## config.mk

```make
export PLATFORM = sky130hd
export DESIGN_NAME = mtimer_flat
export DESIGN_NICKNAME = d
export VERILOG_FILES = /design/src/rtl/mtimer_pkg.sv /design/src/rtl/mtimer_if.sv /design/src/rtl/mtimer_tick.sv /design/src/rtl/mtimer.sv /design/src/flat_wrapper.sv
export SDC_FILE = /design/constraint.sdc
export NUM_CORES = 1
export LEC_CHECK = 0
export CORE_UTILIZATION = 40
export CTS_BUF_LIST = sky130_fd_sc_hd__clkbuf_16
export DETAILED_ROUTE_END_ITERATION = 10
export PLACE_DENSITY = 0.59
export SETUP_SLACK_MARGIN = 0.2
export SLEW_MARGIN = 20
export SYNTH_ARGS = -nofsm -noshare
export SYNTH_HDL_FRONTEND = slang
export SYNTH_SLANG_ARGS = --single-unit
```

## constraint.sdc

```tcl
create_clock -name clk -period 3.65 [get_ports clk]
set_clock_uncertainty 0.1 [all_clocks]
set_input_delay 0.365 -clock clk [delete_from_list [all_inputs] [get_ports clk]]
set_output_delay 0.365 -clock clk [all_outputs]
set_load 0.01 [all_outputs]
```

## src/rtl/mtimer_pkg.sv

```systemverilog
// Shared definitions for the machine timer: register offsets, reset values, lane merge.
package mtimer_pkg;

  localparam int unsigned XLEN_DEFAULT = 32;

  // Byte offsets within the 16-byte register window
  localparam logic [3:0] OFF_MTIME_LO    = 4'h0;
  localparam logic [3:0] OFF_MTIME_HI    = 4'h4;
  localparam logic [3:0] OFF_MTIMECMP_LO = 4'h8;
  localparam logic [3:0] OFF_MTIMECMP_HI = 4'hC;

  localparam logic [63:0] MTIMECMP_RESET = 64'hFFFF_FFFF_FFFF_FFFF;

  // Word select decoded from addr[3:2]
  typedef enum logic [1:0] {
    RegMtimeLo = 2'd0,
    RegMtimeHi = 2'd1,
    RegCmpLo   = 2'd2,
    RegCmpHi   = 2'd3
  } reg_sel_e;

  // Replace only the byte lanes whose enable is set
  function automatic logic [31:0] merge_lanes(input logic [31:0] old_word,
                                              input logic [31:0] new_word,
                                              input logic [3:0]  lane_en);
    logic [31:0] res;
    res = old_word;
    for (int i = 0; i < 4; i++) begin
      if (lane_en[i]) res[8*i +: 8] = new_word[8*i +: 8];
    end
    return res;
  endfunction

endpackage

```

## src/rtl/mtimer_if.sv

```systemverilog
// Data-bus slave interface of the machine timer.
interface mtimer_if #(
  parameter int unsigned XLEN = 32
);

  logic [XLEN-1:0] addr;
  logic [XLEN-1:0] wdata;
  logic [3:0]      be;
  logic            wr;
  logic            rd;
  logic [XLEN-1:0] rdata;
  logic            ack;
  logic            hit;

  modport master (
    output addr, wdata, be, wr, rd,
    input  rdata, ack, hit
  );

  modport slave (
    input  addr, wdata, be, wr, rd,
    output rdata, ack, hit
  );

endinterface

```

## src/rtl/mtimer_tick.sv

```systemverilog
// Prescale counter: one tick every PRESCALE non-stopped cycles.
module mtimer_tick #(
  parameter int unsigned PRESCALE = 1
) (
  input  logic clk,
  input  logic rst_n,
  input  logic stop,
  input  logic clear,
  output logic tick
);

  // With PRESCALE=1 the counter is a single bit stuck at zero, leaving tick = ~stop.
  localparam int unsigned CntW = (PRESCALE > 1) ? $clog2(PRESCALE) : 1;
  localparam logic [CntW-1:0] CntMax = CntW'(PRESCALE - 1);

  logic [CntW-1:0] cnt_q, cnt_d;

  // Tick decode and next count; stop freezes the count, clear restarts it.
  always_comb begin
    tick  = ~stop & (cnt_q == CntMax);
    cnt_d = cnt_q;
    if (clear) begin
      cnt_d = '0;
    end else if (!stop) begin
      cnt_d = tick ? '0 : cnt_q + CntW'(1);
    end
  end

  // Counter register with synchronous reset.
  always_ff @(posedge clk) begin
    if (!rst_n) cnt_q <= '0;
    else        cnt_q <= cnt_d;
  end

endmodule

```

## src/rtl/mtimer.sv

```systemverilog
// RISC-V machine timer: 64-bit mtime/mtimecmp on the data bus, registered timer request.
module mtimer
  import mtimer_pkg::*;
#(
  parameter logic [31:0] BASE_ADDR = 32'h0200_0000,
  parameter int unsigned PRESCALE  = 1,
  parameter int unsigned XLEN      = XLEN_DEFAULT
) (
  input  logic     clk,
  input  logic     rst_n,
  mtimer_if.slave  bus,
  input  logic     stop,
  output logic     timer
);

  logic [63:0]     mtime_q, mtime_d;
  logic [63:0]     mtimecmp_q, mtimecmp_d;
  logic [XLEN-1:0] rdata_q, rdata_d;
  logic            ack_q, ack_d;
  logic            timer_q, timer_d;

  logic        hit;
  logic        wr_en;
  logic        rd_en;
  logic        tick;
  logic        tick_clear;
  logic [31:0] wword;
  logic [31:0] rd_word;
  reg_sel_e    sel;

  assign hit     = (bus.addr[31:4] == BASE_ADDR[31:4]);
  assign bus.hit = hit;
  assign sel     = reg_sel_e'(bus.addr[3:2]);
  assign wword   = bus.wdata[31:0];
  assign wr_en   = bus.wr & hit;
  // A simultaneous rd and wr is handled as a write only.
  assign rd_en   = bus.rd & hit & ~bus.wr;
  assign tick_clear = wr_en & ((sel == RegMtimeLo) | (sel == RegMtimeHi));

  mtimer_tick #(
    .PRESCALE(PRESCALE)
  ) u_tick (
    .clk  (clk),
    .rst_n(rst_n),
    .stop (stop),
    .clear(tick_clear),
    .tick (tick)
  );

  // Register-file update, read mux, ack and compare.
  always_comb begin
    mtime_d    = mtime_q + 64'(tick);
    mtimecmp_d = mtimecmp_q;
    rd_word    = '0;

    // An mtime write replaces the increment; the other word is left untouched.
    if (wr_en) begin
      unique case (sel)
        RegMtimeLo: mtime_d = {mtime_q[63:32], merge_lanes(mtime_q[31:0], wword, bus.be)};
        RegMtimeHi: mtime_d = {merge_lanes(mtime_q[63:32], wword, bus.be), mtime_q[31:0]};
        RegCmpLo:   mtimecmp_d = {mtimecmp_q[63:32],
                                  merge_lanes(mtimecmp_q[31:0], wword, bus.be)};
        RegCmpHi:   mtimecmp_d = {merge_lanes(mtimecmp_q[63:32], wword, bus.be),
                                  mtimecmp_q[31:0]};
      endcase
    end

    unique case (sel)
      RegMtimeLo: rd_word = mtime_q[31:0];
      RegMtimeHi: rd_word = mtime_q[63:32];
      RegCmpLo:   rd_word = mtimecmp_q[31:0];
      RegCmpHi:   rd_word = mtimecmp_q[63:32];
    endcase

    rdata_d = rd_en ? XLEN'(rd_word) : rdata_q;
    ack_d   = hit & (bus.wr | bus.rd);
    timer_d = (mtime_q >= mtimecmp_q);
  end

  // State registers with synchronous reset; an access in flight is dropped.
  always_ff @(posedge clk) begin
    if (!rst_n) begin
      mtime_q    <= '0;
      mtimecmp_q <= MTIMECMP_RESET;
      rdata_q    <= '0;
      ack_q      <= 1'b0;
      timer_q    <= 1'b0;
    end else begin
      mtime_q    <= mtime_d;
      mtimecmp_q <= mtimecmp_d;
      rdata_q    <= rdata_d;
      ack_q      <= ack_d;
      timer_q    <= timer_d;
    end
  end

  assign bus.rdata = rdata_q;
  assign bus.ack   = ack_q;
  assign timer     = timer_q;

endmodule

```

## src/flat_wrapper.sv

```systemverilog
// flat-port wrapper written by rule: the top's interface ports become plain ports
module mtimer_flat import mtimer_pkg::*;
#(
  parameter logic [31:0] BASE_ADDR = 32'h0200_0000,
  parameter int unsigned PRESCALE  = 1,
  parameter int unsigned XLEN      = XLEN_DEFAULT
)
  (clk, rst_n, stop, timer, bus_addr, bus_wdata, bus_be, bus_wr, bus_rd, bus_rdata, bus_ack, bus_hit);
  mtimer_if #(.XLEN(XLEN)) bus_i ();
  input  logic clk;
  input  logic rst_n;
  input  logic stop;
  output logic timer;
  input wire logic [$bits(bus_i.addr)-1:0] bus_addr;
  input wire logic [$bits(bus_i.wdata)-1:0] bus_wdata;
  input wire logic [$bits(bus_i.be)-1:0] bus_be;
  input wire logic [$bits(bus_i.wr)-1:0] bus_wr;
  input wire logic [$bits(bus_i.rd)-1:0] bus_rd;
  output wire logic [$bits(bus_i.rdata)-1:0] bus_rdata;
  output wire logic [$bits(bus_i.ack)-1:0] bus_ack;
  output wire logic [$bits(bus_i.hit)-1:0] bus_hit;
  assign bus_i.addr = bus_addr;
  assign bus_i.wdata = bus_wdata;
  assign bus_i.be = bus_be;
  assign bus_i.wr = bus_wr;
  assign bus_i.rd = bus_rd;
  assign bus_rdata = bus_i.rdata;
  assign bus_ack = bus_i.ack;
  assign bus_hit = bus_i.hit;
  mtimer #(.BASE_ADDR(BASE_ADDR), .PRESCALE(PRESCALE), .XLEN(XLEN)) u_core (.clk(clk), .rst_n(rst_n), .bus(bus_i), .stop(stop), .timer(timer));
endmodule
```

==> flow_results.xml <==
<?xml version="1.0" encoding="UTF-8"?>
<metrics>
  <group name="finish">
    <metric name="antennaDiodeCount" unit="">0</metric>
    <metric name="layout.cell_area.non_filler" unit="sq um">11600</metric>
    <metric name="drive_above_1_share" unit="">0.0900</metric>
    <metric name="fillCellCount" unit="">2263</metric>
    <metric name="finalNetCount" unit="">1362</metric>
    <metric name="instances_no_fill" unit="">1553</metric>
    <metric name="area_growth" unit="%">21.2</metric>
    <metric name="multi_input_area" unit="sq um">5740</metric>
    <metric name="layout.area.seq" unit="sq um">3260</metric>
    <metric name="postLayoutCoreUtil" unit="">0.494</metric>
  </group>
  <group name="critical_path">
    <metric name="critPathMaxStageDelay" unit="ns">0.59</metric>
    <metric name="worstRegToRegCells" unit="">9</metric>
    <metric name="timing.critical_path.buf_inv" unit="">1</metric>
    <metric name="cp_max_fo" unit="">5</metric>
    <metric name="critPathTopFamily" unit="">simple AND/OR/NAND/NOR gates</metric>
    <metric name="crit_path_cell_trace" unit="">clkdlybuf4s50_1, nor2_1, ha_1, ha_1, nand4_2, or4_4, a311o_1, or4_4, mux2_4, a21oi_2</metric>
    <metric name="crit-reg2reg-capture" unit="">u_core.mtime_q[58]$_SDFFE_PN0P_</metric>
    <metric name="worst_setup_path_start_kind" unit="">input pin</metric>
    <metric name="worstPathArrival" unit="ns">3.38</metric>
    <metric name="timing.critical_path.to_type" unit="">register</metric>
    <metric name="critPathKind" unit="">input pin to register</metric>
    <metric name="crit-reg2reg-launch" unit="">u_core.u_tick.cnt_q$_SDFFE_PP0N_</metric>
    <metric name="timing.critical_path.slowest_stage_cell" unit="">sky130_fd_sc_hd__or4_4</metric>
    <metric name="reg2reg_slack" unit="ns">0.55</metric>
    <metric name="cp.required" unit="ns">3.91</metric>
  </group>
  <group name="drt">
    <metric name="detail_route.vias_per_cell" unit="">5.84</metric>
    <metric name="routed-via-count" unit="">9075</metric>
    <metric name="drt-pass1-iter-count" unit="">6</metric>
    <metric name="drc" unit="">0</metric>
    <metric name="count_of_nets_left_with_antenna_violations_after_detail_routing" unit="">0</metric>
    <metric name="drt_first_iter_violations" unit="">710</metric>
    <metric name="routed_wl" unit="um">29800</metric>
    <metric name="drt-wirelength-per-cell" unit="um">19.2</metric>
  </group>
  <group name="clock_tree">
    <metric name="clk_root_buf" unit="">sky130_fd_sc_hd__clkbuf_16</metric>
    <metric name="clock_tree_from_tritoncts" unit="">yes</metric>
    <metric name="post_cts_buffers" unit="">0</metric>
    <metric name="cts-htree-levels" unit="">4</metric>
    <metric name="cts_max_path_buffers" unit="">2</metric>
    <metric name="clk-insertion-delay-late" unit="ns">0.43</metric>
    <metric name="worst_setup_hold_path_clk_slew" unit="ns">0.07</metric>
    <metric name="post_cts_resized" unit="">0</metric>
    <metric name="clock-sinks" unit="">163</metric>
    <metric name="cts_buffers" unit="">17</metric>
    <metric name="holdBufCountCts" unit="">0</metric>
  </group>
  <group name="yosys">
    <metric name="synth.cell_area" unit="sq um">9570</metric>
    <metric name="synth_cells" unit="">1129</metric>
    <metric name="async_reset_ff_frac" unit="">0</metric>
    <metric name="yosys_register_bits" unit="">163</metric>
    <metric name="synth_edf_count" unit="">0</metric>
    <metric name="synth.yosys.seq_area_share" unit="">0.341</metric>
    <metric name="ys_dominant_reg_cell" unit="">sky130_fd_sc_hd__dfxtp_1</metric>
    <metric name="synth.lib_cells_used.distinct" unit="">68</metric>
    <metric name="synthesis.area_per_instance" unit="sq um">8.48</metric>
    <metric name="synth.yosys.warnings" unit="">0</metric>
    <metric name="synth.net_count" unit="">1268</metric>
  </group>
  <group name="die">
    <metric name="floorplan.rows" unit="">56</metric>
    <metric name="coreArea" unit="sq um">23500</metric>
    <metric name="die_w" unit="um">157</metric>
    <metric name="design.die.area" unit="sq um">24500</metric>
    <metric name="design.portCount" unit="">108</metric>
    <metric name="die_height" unit="um">157</metric>
    <metric name="start_util" unit="">0.408</metric>
  </group>
  <group name="pwr">
    <metric name="power_dens_cells" unit="nW/um^2">330</metric>
    <metric name="power_leakage" unit="nW">4.95</metric>
    <metric name="finalPower" unit="mW">3.82</metric>
    <metric name="worst_ir_drop_vdd" unit="uV">312</metric>
  </group>
  <group name="sta">
    <metric name="fmaxAchievable" unit="GHz">0.320</metric>
    <metric name="finalSetupViolations" unit="">0</metric>
    <metric name="tightestPinTransition" unit="ns">0.748</metric>
    <metric name="timing.final.ws_setup" unit="ns">0.528</metric>
    <metric name="timing.setup.tns" unit="ns">0</metric>
    <metric name="hold_violations" unit="">0</metric>
    <metric name="rsz_0062_raised_after_global_routing" unit="">no</metric>
    <metric name="min_hold_slack" unit="ns">0.325</metric>
    <metric name="drv_slew" unit="">0</metric>
    <metric name="period_share" unit="">0.855</metric>
    <metric name="final.min_clock_period" unit="ns">3.12</metric>
    <metric name="timing.max_slew.rel_slack" unit="">0.497</metric>
  </group>
  <group name="worst_hold_path">
    <metric name="hold_end" unit="">u_core.bus.rdata[31]$_SDFFE_PN0P_</metric>
    <metric name="worst_hold_startpoint" unit="">rst_n</metric>
    <metric name="hold_path.class" unit="">input pin to register</metric>
    <metric name="whs_path_depth" unit="">3</metric>
  </group>
  <group name="grt">
    <metric name="grt_pass1_wl" unit="um">46900</metric>
    <metric name="antenna_found_initial" unit="">0</metric>
    <metric name="pin_count_of_the_biggest_net_entering_global_routing" unit="">52</metric>
    <metric name="grt_pass1_vias" unit="">8261</metric>
    <metric name="globalRouteTotalUtil" unit="">0.250</metric>
    <metric name="grt-ovfl-total" unit="">0</metric>
  </group>
  <group name="placed_design">
    <metric name="port_buffers" unit="">105</metric>
    <metric name="dp.cells" unit="">1523</metric>
    <metric name="dp_hpwl" unit="um">21800</metric>
    <metric name="globalplace.congestion" unit="">0.845</metric>
    <metric name="preCtsSetupSlack" unit="ns">0.0839</metric>
    <metric name="placement.cell_area" unit="sq um">11000</metric>
  </group>
  <group name="outcome">
    <metric name="status" unit="">finished, final reports clean</metric>
  </group>
  <group name="run">
    <metric name="number_of_max_capacitance_violations_reported" unit="">0</metric>
  </group>
</metrics>
## area by class of cell
cell class,instances,share of cell area
timing repair buffer,139,0.113
sequential,163,0.281
inverter,83,0.0269
multi-input combinational,819,0.495
clock inverter,13,0.0127
clock buffer,17,0.0367
tap,319,0.0344
## where the power goes
part	total, mW	internal, mW	switching, mW
combinational	0.236	0.115	0.121
sequential	1.78	1.78	0.00264
clock	1.80	1.06	0.747
## cell usage after synthesis, types with 3 or more instances
cell	instances	area [sq um]
sky130_fd_sc_hd__nand2_1	185	694
sky130_fd_sc_hd__dfxtp_1	163	3260
sky130_fd_sc_hd__a21oi_1	87	435
sky130_fd_sc_hd__inv_1	83	312
sky130_fd_sc_hd__ha_1	66	826
sky130_fd_sc_hd__clkbuf_1	55	206
sky130_fd_sc_hd__o211ai_1	43	323
sky130_fd_sc_hd__nor2_1	41	154
sky130_fd_sc_hd__nand3_1	37	185
sky130_fd_sc_hd__o21ai_0	37	185
sky130_fd_sc_hd__mux2i_1	32	320
sky130_fd_sc_hd__mux4_2	31	698
sky130_fd_sc_hd__nand4_1	31	194
sky130_fd_sc_hd__nor3_1	22	110
sky130_fd_sc_hd__a211oi_1	21	158
sky130_fd_sc_hd__a31oi_1	18	113
sky130_fd_sc_hd__and3_1	17	106
sky130_fd_sc_hd__nor4_1	15	93.8
sky130_fd_sc_hd__and4_1	13	114
sky130_fd_sc_hd__and2_1	12	75.1
sky130_fd_sc_hd__o221ai_1	8	70.1
sky130_fd_sc_hd__o311ai_0	8	70.1
sky130_fd_sc_hd__or3_1	7	43.8
sky130_fd_sc_hd__a311oi_1	6	52.6
sky130_fd_sc_hd__or4_1	6	45.0
sky130_fd_sc_hd__a21o_1	5	37.5
sky130_fd_sc_hd__a2bb2oi_1	5	43.8
sky130_fd_sc_hd__nand3b_1	5	37.5
sky130_fd_sc_hd__xor2_1	5	43.8
sky130_fd_sc_hd__a221oi_1	4	35.0
sky130_fd_sc_hd__or2_2	4	25.0
sky130_fd_sc_hd__a22oi_1	3	22.5
sky130_fd_sc_hd__a311o_1	3	30.0
sky130_fd_sc_hd__buf_1	3	11.3
sky130_fd_sc_hd__buf_2	3	15.0
sky130_fd_sc_hd__nand2b_1	3	18.8
sky130_fd_sc_hd__o21a_1	3	22.5
## worst max path at each step
stage | startpoint | end | slack (ns) | cells past startpoint
global placement | stop | u_core.mtime_q[58]$_SDFFE_PN0P_ | 0.15 | 10
CTS | stop | u_core.mtime_q[58]$_SDFFE_PN0P_ | 0.53 | 10
floorplan | stop | u_core.mtime_q[58]$_SDFFE_PN0P_ | 0.66 | 9
global route | stop | u_core.mtime_q[46]$_SDFFE_PN0P_ | 0.40 | 11
finish | stop | u_core.mtime_q[58]$_SDFFE_PN0P_ | 0.53 | 10
detailed placement | stop | u_core.mtime_q[58]$_SDFFE_PN0P_ | 0.08 | 10
## registers in the layout (all words and copies together), names as in the netlist
register and count:
u_core.mtime_q 64, u_core.timer 1, u_core.mtimecmp_q 64, u_core.bus.rdata 32
u_core.u_tick.cnt_q 1, u_core.bus.ack 1
## cells in the final DEF, fill, tap and decap left out, types with 17 or more instances in the layout
cell                              synthesis  final
sky130_fd_sc_hd__a211oi_1                21     21
sky130_fd_sc_hd__a21oi_1                 87     87
sky130_fd_sc_hd__a31oi_1                 18     18
sky130_fd_sc_hd__and3_1                  17     17
sky130_fd_sc_hd__buf_4                    1     32
sky130_fd_sc_hd__clkbuf_16                0     17
sky130_fd_sc_hd__clkdlybuf4s50_1          0    102
sky130_fd_sc_hd__dfxtp_1                163    163
sky130_fd_sc_hd__ha_1                    66     66
sky130_fd_sc_hd__inv_1                   83     85
sky130_fd_sc_hd__mux2i_1                 32     32
sky130_fd_sc_hd__mux4_2                  31     31
sky130_fd_sc_hd__nand2_1                185    185
sky130_fd_sc_hd__nand3_1                 37     37
sky130_fd_sc_hd__nand4_1                 31     31
sky130_fd_sc_hd__nor2_1                  41     41
sky130_fd_sc_hd__nor3_1                  22     22
sky130_fd_sc_hd__o211ai_1                43     43
sky130_fd_sc_hd__o21ai_0                 37     37
## cell families after synthesis
group	synth area share
simple gates	0.211
buf+inv	0.0601
compound gates	0.185
fa+ha+maj	0.0863
flops	0.341
mux	0.111
xor+xnor	0.00549
## routing by layer
metal  part of all wire  vias up  routed length [um]  GRT usage
met5                  0        -                   0          0
met2               0.44      333               13000      0.386
li1                   -     4365                   -          -
met4              0.020        0                 598     0.0738
met3              0.062       41                1850     0.0396
met1               0.48     4336               14300      0.356
## worst min-delay path, delay by kind of cell
| kind | cells | cell delay (ns) |
|---|---|---|
| AOI/OAI and AO/OA | 1 | 0.17 |
| buffers and inverters | 2 | 0.28 |
Power figures use the tool's default switching activity.
